## src/rtl/bcd_scan_pkg.sv

```systemverilog
// rtl/bcd_scan_pkg.sv - shared types and constants for the BCD scan counter
//
// Purpose: digit/select types, digit count and the scan-state encoding used
// by bcd_digit, bcd_scan_counter_if and bcd_scan_counter.
// Ports: none (package).
package bcd_scan_pkg;

  localparam int NUM_DIGITS = 4;

  typedef logic [3:0] bcd_t;
  typedef logic [1:0] sel_t;

  localparam bcd_t BCD_MAX = 4'd9;

  // One state per displayed digit slot.
  typedef enum logic [1:0] {
    S0 = 2'd0,
    S1 = 2'd1,
    S2 = 2'd2,
    S3 = 2'd3
  } scan_state_t;

endpackage

```

## src/rtl/bcd_scan_counter_if.sv

```systemverilog
// rtl/bcd_scan_counter_if.sv - control/display bundle of the BCD scan counter
//
// Purpose: groups the run/clear controls and the registered display outputs.
// Ports (signals):
//   run    - prescaler enable
//   clr    - synchronous clear of prescaler and count
//   digit  - BCD value of the slot being scanned (to decoder x input)
//   an_n   - active-low digit enables, bit i = digit i
//   count  - packed BCD count, [3:0] = units
//   wrap   - one-cycle pulse on 9999 -> 0000
// Modports: master (controller side), slave (counter side).
interface bcd_scan_counter_if;
  import bcd_scan_pkg::*;

  logic        run;
  logic        clr;
  bcd_t        digit;
  logic [3:0]  an_n;
  logic [15:0] count;
  logic        wrap;

  modport master (
    output run, clr,
    input  digit, an_n, count, wrap
  );

  modport slave (
    input  run, clr,
    output digit, an_n, count, wrap
  );

endinterface

```

## src/rtl/bcd_digit.sv

```systemverilog
// rtl/bcd_digit.sv - one decade of the BCD counter
//
// Purpose: single 0..9 decade with clear and increment, carry-out combinational.
// Ports:
//   clk, rst_n - clock, asynchronous active-low reset
//   clr        - synchronous clear (priority over inc)
//   inc        - increment this decade this cycle
//   q          - current decade value
//   co         - carry into next decade: inc && q == 9
module bcd_digit
  import bcd_scan_pkg::*;
(
  input  logic clk,
  input  logic rst_n,
  input  logic clr,
  input  logic inc,
  output bcd_t q,
  output logic co
);

  assign co = inc && (q == BCD_MAX);

  always_ff @(posedge clk or negedge rst_n) begin
    if (!rst_n) begin
      q <= '0;
    end else if (clr) begin
      q <= '0;
    end else if (inc) begin
      q <= (q == BCD_MAX) ? bcd_t'(0) : q + bcd_t'(1);
    end
  end

endmodule

```

## src/rtl/bcd_scan_counter.sv

```systemverilog
// rtl/bcd_scan_counter.sv - four-digit BCD counter with multiplexed digit scanner
//
// Purpose: prescaled 0000..9999 BCD counter feeding a time-multiplexed
// 7-segment digit scanner. All outputs registered.
// Optional feature: define BCD_SCAN_LEAD_ZERO_BLANK_EN for leading-zero blanking.
// Parameters:
//   TICK_DIV - clock cycles per count increment (>= 1)
//   SCAN_DIV - clock cycles per scan slot (>= 1)
// Ports:
//   clk   - system clock, rising edge
//   rst_n - asynchronous active-low reset
//   bus   - bcd_scan_counter_if.slave (run, clr, digit, an_n, count, wrap)
module bcd_scan_counter
  import bcd_scan_pkg::*;
#(
  parameter int TICK_DIV = 50_000_000,
  parameter int SCAN_DIV = 50_000
) (
  input  logic                clk,
  input  logic                rst_n,
  bcd_scan_counter_if.slave   bus
);

  localparam int PRE_W  = (TICK_DIV > 1) ? $clog2(TICK_DIV) : 1;
  localparam int SCAN_W = (SCAN_DIV > 1) ? $clog2(SCAN_DIV) : 1;
  localparam logic [PRE_W-1:0]  PRE_LAST  = PRE_W'(TICK_DIV - 1);
  localparam logic [SCAN_W-1:0] SCAN_LAST = SCAN_W'(SCAN_DIV - 1);

  // ---------------- prescaler ----------------
  logic [PRE_W-1:0] pre;
  logic             tick;

  // With TICK_DIV=1, pre is stuck at 0 == PRE_LAST so tick follows run.
  assign tick = bus.run && (pre == PRE_LAST);

  always_ff @(posedge clk or negedge rst_n) begin
    if (!rst_n) begin
      pre <= '0;
    end else if (bus.clr || tick) begin
      pre <= '0;
    end else if (bus.run) begin
      pre <= pre + PRE_W'(1);
    end
  end

  // ---------------- BCD decades ----------------
  bcd_t                  q [NUM_DIGITS];
  logic [NUM_DIGITS-1:0] inc;
  logic [NUM_DIGITS-1:0] co;

  for (genvar g = 0; g < NUM_DIGITS; g++) begin : g_digit
    // co already contains the lower inc, so chaining co is tick && AND of lower carries.
    if (g == 0) begin : g_first
      assign inc[g] = tick;
    end else begin : g_rest
      assign inc[g] = co[g-1];
    end

    bcd_digit u_digit (
      .clk   (clk),
      .rst_n (rst_n),
      .clr   (bus.clr),
      .inc   (inc[g]),
      .q     (q[g]),
      .co    (co[g])
    );
  end

  assign bus.count = {q[3], q[2], q[1], q[0]};

  // ---------------- wrap pulse ----------------
  logic wrap_q;

  // co[3] means tick with all decades at 9; a coincident clr suppresses the pulse.
  always_ff @(posedge clk or negedge rst_n) begin
    if (!rst_n) begin
      wrap_q <= 1'b0;
    end else begin
      wrap_q <= co[NUM_DIGITS-1] && !bus.clr;
    end
  end

  assign bus.wrap = wrap_q;

  // ---------------- scanner ----------------
  logic [SCAN_W-1:0] scan_cnt;
  logic              scan_last;
  scan_state_t       state_q;
  scan_state_t       state_d;
  sel_t              sel;

  assign scan_last = (scan_cnt == SCAN_LAST);

  always_ff @(posedge clk or negedge rst_n) begin
    if (!rst_n) begin
      scan_cnt <= '0;
    end else if (scan_last) begin
      scan_cnt <= '0;
    end else begin
      scan_cnt <= scan_cnt + SCAN_W'(1);
    end
  end

  always_ff @(posedge clk or negedge rst_n) begin
    if (!rst_n) begin
      state_q <= S0;
    end else begin
      state_q <= state_d;
    end
  end

  always_comb begin
    state_d = state_q;
    sel     = sel_t'(state_q);
    if (scan_last) begin
      case (state_q)
        S0:      state_d = S1;
        S1:      state_d = S2;
        S2:      state_d = S3;
        S3:      state_d = S0;
        default: state_d = S0;
      endcase
    end
  end

  // ---------------- blanking ----------------
  logic blank;

`ifdef BCD_SCAN_LEAD_ZERO_BLANK_EN
  logic [NUM_DIGITS-1:0] zero_above;  // bit i: digits i..3 are all zero

  always_comb begin
    zero_above    = '0;
    zero_above[3] = (q[3] == 4'd0);
    zero_above[2] = zero_above[3] && (q[2] == 4'd0);
    zero_above[1] = zero_above[2] && (q[1] == 4'd0);
    zero_above[0] = zero_above[1] && (q[0] == 4'd0);
  end

  // Units digit is never blanked.
  assign blank = (sel != 2'd0) && zero_above[sel];
`else
  assign blank = 1'b0;
`endif

  // ---------------- output register ----------------
  bcd_t       digit_q;
  logic [3:0] an_q;

  always_ff @(posedge clk or negedge rst_n) begin
    if (!rst_n) begin
      digit_q <= '0;
      an_q    <= 4'b1110;
    end else if (blank) begin
      digit_q <= '0;
      an_q    <= 4'b1111;
    end else begin
      digit_q <= q[sel];
      an_q    <= ~(4'b0001 << sel);
    end
  end

  assign bus.digit = digit_q;
  assign bus.an_n  = an_q;

endmodule

```

## src/flat_wrapper.sv

```systemverilog
// flat-port wrapper written by rule: the top's interface ports become plain ports
module bcd_scan_counter_flat import bcd_scan_pkg::*;
#(
  parameter int TICK_DIV = 50_000_000,
  parameter int SCAN_DIV = 50_000
)
  (clk, rst_n, bus_run, bus_clr, bus_digit, bus_an_n, bus_count, bus_wrap);
  bcd_scan_counter_if bus_i ();
  input  logic clk;
  input  logic rst_n;
  input wire logic [$bits(bus_i.run)-1:0] bus_run;
  input wire logic [$bits(bus_i.clr)-1:0] bus_clr;
  output wire logic [$bits(bus_i.digit)-1:0] bus_digit;
  output wire logic [$bits(bus_i.an_n)-1:0] bus_an_n;
  output wire logic [$bits(bus_i.count)-1:0] bus_count;
  output wire logic [$bits(bus_i.wrap)-1:0] bus_wrap;
  assign bus_i.run = bus_run;
  assign bus_i.clr = bus_clr;
  assign bus_digit = bus_i.digit;
  assign bus_an_n = bus_i.an_n;
  assign bus_count = bus_i.count;
  assign bus_wrap = bus_i.wrap;
  bcd_scan_counter #(.TICK_DIV(TICK_DIV), .SCAN_DIV(SCAN_DIV)) u_core (.clk(clk), .rst_n(rst_n), .bus(bus_i));
endmodule
```

## config.mk

```make
export PLATFORM = sky130hd
export DESIGN_NAME = bcd_scan_counter_flat
export DESIGN_NICKNAME = d
export VERILOG_FILES = /design/src/rtl/bcd_scan_pkg.sv /design/src/rtl/bcd_scan_counter_if.sv /design/src/rtl/bcd_digit.sv /design/src/rtl/bcd_scan_counter.sv /design/src/flat_wrapper.sv
export SDC_FILE = /design/constraint.sdc
export NUM_CORES = 1
export LEC_CHECK = 0
export BUFFER_PORTS_ARGS = -buffer_cell sky130_fd_sc_hd__buf_2
export CAP_MARGIN = 20
export CORE_MARGIN = 2
export CORE_UTILIZATION = 45
export DETAILED_ROUTE_END_ITERATION = 12
export GPL_TIMING_DRIVEN = 0
export PLACE_DENSITY_LB_ADDON = 0.25
export SETUP_SLACK_MARGIN = 0.15
export SLEW_MARGIN = 20
export SYNTH_ARGS = -nofsm -noshare
export SYNTH_HDL_FRONTEND = slang
export SYNTH_HIERARCHICAL = 1
export SYNTH_SLANG_ARGS = --single-unit
```

## constraint.sdc

```tcl
create_clock -name clk -period 3.73 [get_ports clk]
set_clock_uncertainty 0.1 [all_clocks]
set_input_delay 0.373 -clock clk [delete_from_list [all_inputs] [get_ports clk]]
set_output_delay 0.373 -clock clk [all_outputs]
set_load 0.01 [all_outputs]
```

After elaboration in Yosys (flattened, before gate mapping)

Index checks and enable logic that the tools add are counted.
Widths: inputs -> output; s select.

Flip-flop bits (word level): 69
Input port bits: 4
Logic and storage cells: 62
Output and inout port bits: 25

Order comparisons: 1
Equal/unequal tests: 9
Shift operators: 1
Muxes and demuxes: 19
Reductions and logical operators: 14
Add/sub/neg operators: 6
Bitwise gates (word level): 2

Operator list:

| operator              | count |
|---|---|
| $mux 4                | 14 |
| $mux 26               | 2 |
| $add 26x1->26 const B | 1 |
| $eq 26x26->1 const B  | 1 |
| $add 16x1->16 const B | 1 |
| $add 4x1->4 const B   | 4 |
| $eq 16x16->1 const B  | 1 |
| $eq 4x4->1 const B    | 4 |
| $mux 16               | 1 |
| $reduce_bool 2->1     | 5 |
| $bmux 4 s2            | 1 |
| $pmux 2 s4            | 1 |
| $logic_and 1x1->1     | 6 |
| $eq 2x2->1 const B    | 2 |
| $not 4->4             | 1 |
| $shl 1x2->4 const A   | 1 |
| $ge 3x3->1 const B    | 1 |
| $not 2->3             | 1 |
| $eq 2x1->1 const B    | 1 |
| $logic_not 2->1       | 1 |
| $logic_not 1->1       | 1 |
| $logic_or 1x1->1      | 1 |

Longest topological paths before layout

Gate-level depths: netlist (run 1).

Word-level depth: 7
Gate-level depth with buffers: 13
Depth with buffers taken out: 13

Modules after synthesis

Netlist (run 1), hierarchy kept.

By module, submodules not included:

| module           | area an instance (µm²) | times used | cells an instance | sequential area each (µm²) |
|---|---|---|---|---|
| bcd_scan_counter | 2641.3                 | 1          | 252               | 1330.0 |
| bcd_digit        | 241.5                  | 4          | 26                | 100.1 |

Least setup slack after synthesis (run 1)

OpenSTA, ideal clock, no wires.

Kind: reg-to-reg
Start: register u_core.pre[0]
End: register u_core.g_digit[3].u_digit.q[2]
Cell stages (with the launch flop): 14
Clock period less this slack: 3.177 ns
Required time: 3.557 ns
Setup slack: 0.553 ns
Setup time: 0.073 ns
Data arrival time: 3.004 ns
Path buffers: 0
Cell sequence: dfrtp_1 ha_1 inv_1 or3_1 nor3_1 inv_1 nor2_1 inv_1 nor2_1 inv_1 nor2_1 nand2_2 a211o_1 a21oi_2

Longest elaborated chain between the ends: 6

Ends and longest elaborated chain:

| element                            | RTL line               | RTL |
|---|---|---|
| start, declared                    | bcd_scan_counter.sv:30 | `logic [PRE_W-1:0] pre;` |
| start signal, assigned             | bcd_scan_counter.sv:42 | `pre <= pre + PRE_W'(1);` |
| $eq 26x26->1                       | bcd_scan_counter.sv:34 | `assign tick = bus.run && (pre == PRE_LAST);` |
| $logic_and 1x1->1                  | bcd_scan_counter.sv:34 |  |
| via u_core.tick                    | bcd_scan_counter.sv:31 | `logic tick;` |
| $logic_and 1x1->1                  | bcd_digit.sv:21        | `assign co = inc && (q == BCD_MAX);` |
| via u_core.co[0]                   | bcd_scan_counter.sv:49 | `logic [NUM_DIGITS-1:0] co;` |
| $logic_and 1x1->1                  | bcd_digit.sv:21        |  |
| via u_core.co[1]                   | bcd_scan_counter.sv:49 |  |
| $logic_and 1x1->1                  | bcd_digit.sv:21        |  |
| via u_core.co[2]                   | bcd_scan_counter.sv:49 |  |
| $reduce_bool 2->1 (no source line) | --                     |  |
| end signal, assigned               | bcd_digit.sv:29        | `q <= (q == BCD_MAX) ? bcd_t'(0) : q + bcd_t'(1);` |
| end, declared                      | bcd_digit.sv:17        | `output bcd_t q,` |

The timed path passes the listed nets, and every way through them passes these cells.
A chain may end at the register's enable or synchronous reset.

Final worst setup path (run 1)

Ends and elaborated chain as after synthesis.

==> results.json, run 1 <==
{
  "cp.arrival_ns": 3.41,
  "cp.buffers_inverters": 4,
  "multi_input_area_um2": 1780,
  "endpoint_kind": "register",
  "fillerInstances": 693,
  "ys_ff_latch": 69,
  "register_area_um2": 1730,
  "core-area_um2": 7730,
  "wire_per_inst_um": 14.7,
  "clkTransAtPathRegs_ns": 0.08,
  "synth_area_um2": 3610,
  "io_pins": 29,
  "layout_commonest_cell": "dfrtp_1",
  "relSlewSlack_pct": 68.8,
  "synth-edff-count": 0,
  "synth_top_family_by_area": "simple AND/OR/NAND/NOR gates",
  "drc": 0,
  "nets": 416,
  "gp_congestion": 0.855,
  "drtIter0Drc": 77,
  "synthMuxAreaShare_pct": 3.05,
  "grt_usage_pct": 18.4,
  "synth_seq_area_share_pct": 48.0,
  "synth_nets": 375,
  "row_count": 32,
  "fin_ws_ns": 0.502,
  "die_y_um": 93.5,
  "die_w_um": 93.5,
  "crit_family": "simple AND/OR/NAND/NOR gates",
  "start_util_pct": 46.7,
  "cts_buffers": 9,
  "first_pass_iters": 4,
  "slowest_delay_ns": 0.44,
  "ys_types": 43,
  "clock_path_buffers": 2,
  "crit_chain": "ha_1, inv_1, or3_1, nor3_4, inv_1, nor2_2, inv_1, nor2_2, inv_1, nor2_2, nand2_2, a211o_1, a21oi_2",
  "status": "complete, no violations",
  "synth_flop_cell": "dfrtp_1",
  "dp_slack_ns": -0.133,
  "drv_cap": 0,
  "die_area_um2": 8750,
  "clkLatencyLatePin_ns": 0.35,
  "grt.overflow.total": 0,
  "htreeDepth": 3,
  "final-setup-viol-count": 0,
  "layout-drive-gt1-share_pct": 18.7,
  "area_delta_synth_final_pct": 14.5,
  "avgSynthCellArea_um2": 10.1,
  "worstPathRequired_ns": 3.91,
  "synthTopCellsByArea": "dfrtp_1, ha_1, a21oi_1",
  "drv_slew": 0,
  "clockRootBuffer": "clkbuf_8",
  "antenna-diode-count": 0,
  "startpoint_type": "register",
  "cp_max_fo": 6,
  "hold_class": "input port to register",
  "peakVddDrop_uv": 157,
  "vias": 2805,
  "cts_tree": "done",
  "postLayoutCoreUtil_pct": 53.5,
  "grt_max_degree": 43,
  "power_density_nw_per_um2": 341,
  "finalCriticalPeriod_ns": 3.23,
  "crit_path_top_delay_cell": "or3_1",
  "yosys_warnings": 6,
  "hpwl_um": 5130,
  "synth_cells": 356,
  "ant_nets": 0,
  "clock.fmax_ghz": 0.310,
  "cts.sinks": 69,
  "synth_async_sr_flop_share_pct": 100,
  "finalHoldViolations": 0,
  "antenna_found_initial": 0,
  "worst_pin_slew_ns": 0.465,
  "synthXorXnorAreaFrac_pct": 5.34,
  "final.period_utilization_pct": 86.5,
  "synth_compound_area_share_pct": 11.4,
  "synth_top_area_share_pct": 45.8,
  "yosys.area_share.simple_pct": 23.9,
  "final_cell_mix": "dfrtp_1, buf_2, nand2_1, a21oi_1, nor2_1",
  "rsz0062_at_grt": "false",
  "crit_type": "register to register",
  "post_cts_buffers": 0,
  "wirelength_um": 7390,
  "grt_pass1_wl_um": 12700,
  "yosysTopAreaCell": "dfrtp_1",
  "via_per_inst": 5.57,
  "io_buffer_count": 28,
  "synth_fa_ha_area_share_pct": 5.20,
  "crit_top_cell": "inv_1",
  "grt_pass1_vias": 2663,
  "p_leak_nw": 1.73
}
==> synthesized netlist by cell type, drive strengths merged, types with 4 or more instances <==
cell type / number
mux4: 4
nand3b: 12
xor2: 12
nor2: 26
nor4: 5
nand2: 35
ha: 15
and3: 5
nand3: 14
dfrtp: 66
o31ai: 9
xnor2: 10
or4: 9
or3: 8
inv: 22
and4b: 4
nor3: 5
buf: 5
nand4: 9
a211o: 4
o21ai: 17
a21oi: 31
a21boi: 4
==> path summary, 6_finish.rpt <==
path                                           from                              to  slack (ns)  cells after the start
worst max-delay path                  u_core/pre[0]  u_core/g_digit[3].u_digit/q[2]        0.50                     13
worst min-delay path                        bus_run                   u_core/pre[0]        0.32                      3
worst max register to register        u_core/pre[0]  u_core/g_digit[3].u_digit/q[2]        0.50                     13
worst min register to register  u_core/scan_cnt[15]             u_core/scan_cnt[15]        0.38                      1
max in group asynchronous                     rst_n              u_core/bus.an_n[3]        2.53                      3
min in group asynchronous                     rst_n                  u_core/pre[19]        0.39                      2
==> cell type report <==
class,count,share of cell area (%)
multi-input cells,258,43.1
flip-flops and latches,69,41.9
repair buffers,30,4.18
clock buffers,13,3.85
well taps,102,3.09
inverters,22,2.00
clock inverters,3,1.12
plain buffers,7,0.787
==> cell families after synthesis <==
group	count (synthesis)
buffers and inverters	29
adders and majority gates	15
muxes	6
DFF	69
xor gates and xnor gates	22
AOI/OAI and AO/OA	67
and+or+nand+nor	148
==> where the power goes <==
group	switching, W	internal [W]	total [W]	leakage [nW]
clock	0.000273	0.000347	0.000620	0.0998
sequential	0.00000249	0.000750	0.000753	0.938
combinational	0.0000274	0.00000896	0.0000364	0.692
total	0.000303	0.00111	0.00141	1.73
==> routing by layer <==
layer,share of wire (%),track usage (%),vias up
met5,0,0,-
met4,2.0,6.28,0
met3,3.1,5.72,14
met2,48,29.3,38
met1,46,23.9,1392
li1,-,-,1361
==> worst min-delay path, stage by stage <==
cell	delay, ns
buf_2	0.17
xnor2_1	0.09
nor2_1	0.07
==> state kept, by name, summed over array words and instances (netlist names) <==
name                      cells
u_core/scan_cnt              16
u_core/bus.digit              4
u_core/g_digit.u_digit/q     16
u_core/sel                    2
u_core/bus.wrap               1
u_core/bus.an_n               4
u_core/pre                   26
==> what timing repair did <==
item	4_1_cts	5_1_grt
hold buffers	1	0
endpoints found under the setup margin	5	5
resized for setup	2	3
hold endpoints to repair	26	0
==> stage by stage <==
stage	hold WS, ns	power [W]	std cells	setup TNS [ns]	cell area, um^2
floorplan	-0.0226	0.000776	356	0	3610
global placement	0.362	0.000801	486	-0.197	3870
detailed placement	0.225	0.000804	487	-0.262	3900
CTS	0.302	0.00143	504	0	4120
global route	0.323	0.00147	504	0	4130
finish	0.318	0.00141	504	0	4130
Power figures use the tool's default switching activity.
==> run 2: changes to the inputs <==
Settings changed: CTS_BUF_LIST set to sky130_fd_sc_hd__clkbuf_4 sky130_fd_sc_hd__clkbuf_8.
==> results.json, run 2 (synthesis results as in run 1) <==
{
  "grt_usage_pct": 18.4,
  "die_y_um": 93.5,
  "wirelength_um": 7360,
  "fin_ws_ns": 0.524,
  "ant_nets": 0,
  "die_w_um": 93.5,
  "worstPathRequired_ns": 3.91,
  "setup.worst_path.start": "u_core/pre[0]",
  "crit_type": "register to register",
  "gp_congestion": 0.855,
  "r2r_setup_slack_ns": 0.52,
  "clkTransAtPathRegs_ns": 0.08,
  "grt_max_degree": 43,
  "drv_cap": 0,
  "rr_worst_depth": 13,
  "layout_commonest_cell": "dfrtp_1",
  "row_count": 32,
  "peakVddDrop_uv": 157,
  "dp_slack_ns": -0.133,
  "largest_reg_flops": 26,
  "endpoint_kind": "register",
  "power_density_nw_per_um2": 344,
  "clock_path_buffers": 2,
  "core-area_um2": 7730,
  "grt.overflow.total": 0,
  "grt_pass1_wl_um": 12700,
  "area_delta_synth_final_pct": 14.7,
  "final.period_utilization_pct": 86.0,
  "htreeDepth": 3,
  "rsz0062_at_grt": "false",
  "relSlewSlack_pct": 68.0,
  "final-setup-viol-count": 0,
  "clkLatencyLatePin_ns": 0.35,
  "wire_per_inst_um": 14.6,
  "worst_pin_slew_ns": 0.481,
  "status": "complete, no violations",
  "antenna-diode-count": 0,
  "drv_slew": 0,
  "finalHoldViolations": 0,
  "nets": 416,
  "cp.arrival_ns": 3.39,
  "placement.cell_area_um2": 3900,
  "drtIter0Drc": 98,
  "cp_max_fo": 6,
  "io_buffer_count": 28,
  "grt_pass1_vias": 2663,
  "vias": 2791,
  "top_register": "u_core/pre",
  "p_leak_nw": 1.74,
  "drc": 0,
  "cts.sinks": 69,
  "top_regs": "u_core/pre x26, u_core/g_digit.u_digit/q x16, u_core/scan_cnt x16",
  "first_pass_iters": 4,
  "final_cell_mix": "dfrtp_1, buf_2, nand2_1, a21oi_1, nor2_1",
  "clockRootBuffer": "clkbuf_8",
  "clock.fmax_ghz": 0.312,
  "hold_class": "input port to register",
  "final_area_um2": 4140,
  "cts_buffers": 9,
  "die_area_um2": 8750,
  "r2r-start": "u_core/pre[0]",
  "start_util_pct": 46.7,
  "antenna_found_initial": 0,
  "cts_tree": "done",
  "post_cts_buffers": 0,
  "via_per_inst": 5.54,
  "setup_tns_ns": 0,
  "crit_path_end": "u_core/g_digit[3].u_digit/q[2]",
  "startpoint_type": "register",
  "layout-drive-gt1-share_pct": 19.2,
  "reg2reg_to": "u_core/g_digit[3].u_digit/q[2]",
  "hpwl_um": 5130,
  "io_pins": 29,
  "postLayoutCoreUtil_pct": 53.6,
  "finalCriticalPeriod_ns": 3.21
}
## run 2: cell types whose count changed in the layout (fill, tap and decap cells not counted)
| cell | delta |
|---|---|
| clkbuf_4 | +2 |
| clkbuf_1 | -2 |
## run 2: worst max-delay path: stages (launching register included)
cell	delay (ns)
dfrtp_1	0.40
ha_1	0.20
inv_1	0.09
or3_1	0.44
nor3_4	0.30
inv_1	0.13
nor2_2	0.27
inv_1	0.13
nor2_2	0.24
inv_1	0.11
nor2_2	0.25
nand2_2	0.09
a211o_1	0.29
a21oi_2	0.11
## run 2: area by class of cell
| class | count | area, um^2 |
|---|---|---|
| clock buffer | 13 | 166 |
| sequential | 69 | 1730 |
| fill | 693 | 3590 |
| timing repair buffer | 30 | 173 |
| multi-input combinational | 258 | 1780 |
| tap | 102 | 128 |
| clock inverter | 3 | 46.3 |
| inverter | 22 | 82.6 |
| buffer | 7 | 32.5 |
## run 2: worst min path at each step
stage	cells after the start	from	to	slack (ns)
floorplan	0	rst_n	u_core/bus.an_n[0]	-0.02
global placement	1	u_core/scan_cnt[15]	u_core/scan_cnt[15]	0.36
detailed placement	1	rst_n	u_core/pre[19]	0.23
CTS	3	bus_run	u_core/pre[0]	0.30
global route	3	bus_run	u_core/pre[1]	0.32
finish	3	bus_run	u_core/pre[0]	0.32
## run 2: per-layer routing
metal / GRT usage (%) / vias up / wire length, um
met5: 0 / - / 0
met3: 5.72 / 14 / 274
li1: - / 1357 / -
met2: 29.4 / 48 / 3560
met4: 6.28 / 0 / 150
met1: 23.8 / 1372 / 3380
## run 2: repair_timing
| action | 4_1_cts | 5_1_grt |
|---|---|---|
| endpoints found under the hold margin | 26 | 0 |
| setup endpoints to repair | 5 | 5 |
| gates resized for setup | 2 | 3 |
| hold buffers | 1 | 0 |
| pin swaps | 0 | 0 |
## run 2: metrics by stage
| step | std cells | power, W | hold WS [ns] |
|---|---|---|---|
| 4_1_cts | 504 | 0.00145 | 0.302 |
| 2_1_floorplan | 356 | 0.000776 | -0.0226 |
| 6_report | 504 | 0.00143 | 0.318 |
| 3_5_place_dp | 487 | 0.000804 | 0.225 |
| 3_3_place_gp | 486 | 0.000801 | 0.362 |
| 5_1_grt | 504 | 0.00149 | 0.323 |
## run 2: report_power, final
part | internal, W | switching (W) | leakage [nW] | total [W]
Clock | 0.000362 | 0.000274 | 0.107 | 0.000636
Combinational | 0.00000896 | 0.0000274 | 0.692 | 0.0000363
Sequential | 0.000750 | 0.00000249 | 0.938 | 0.000753
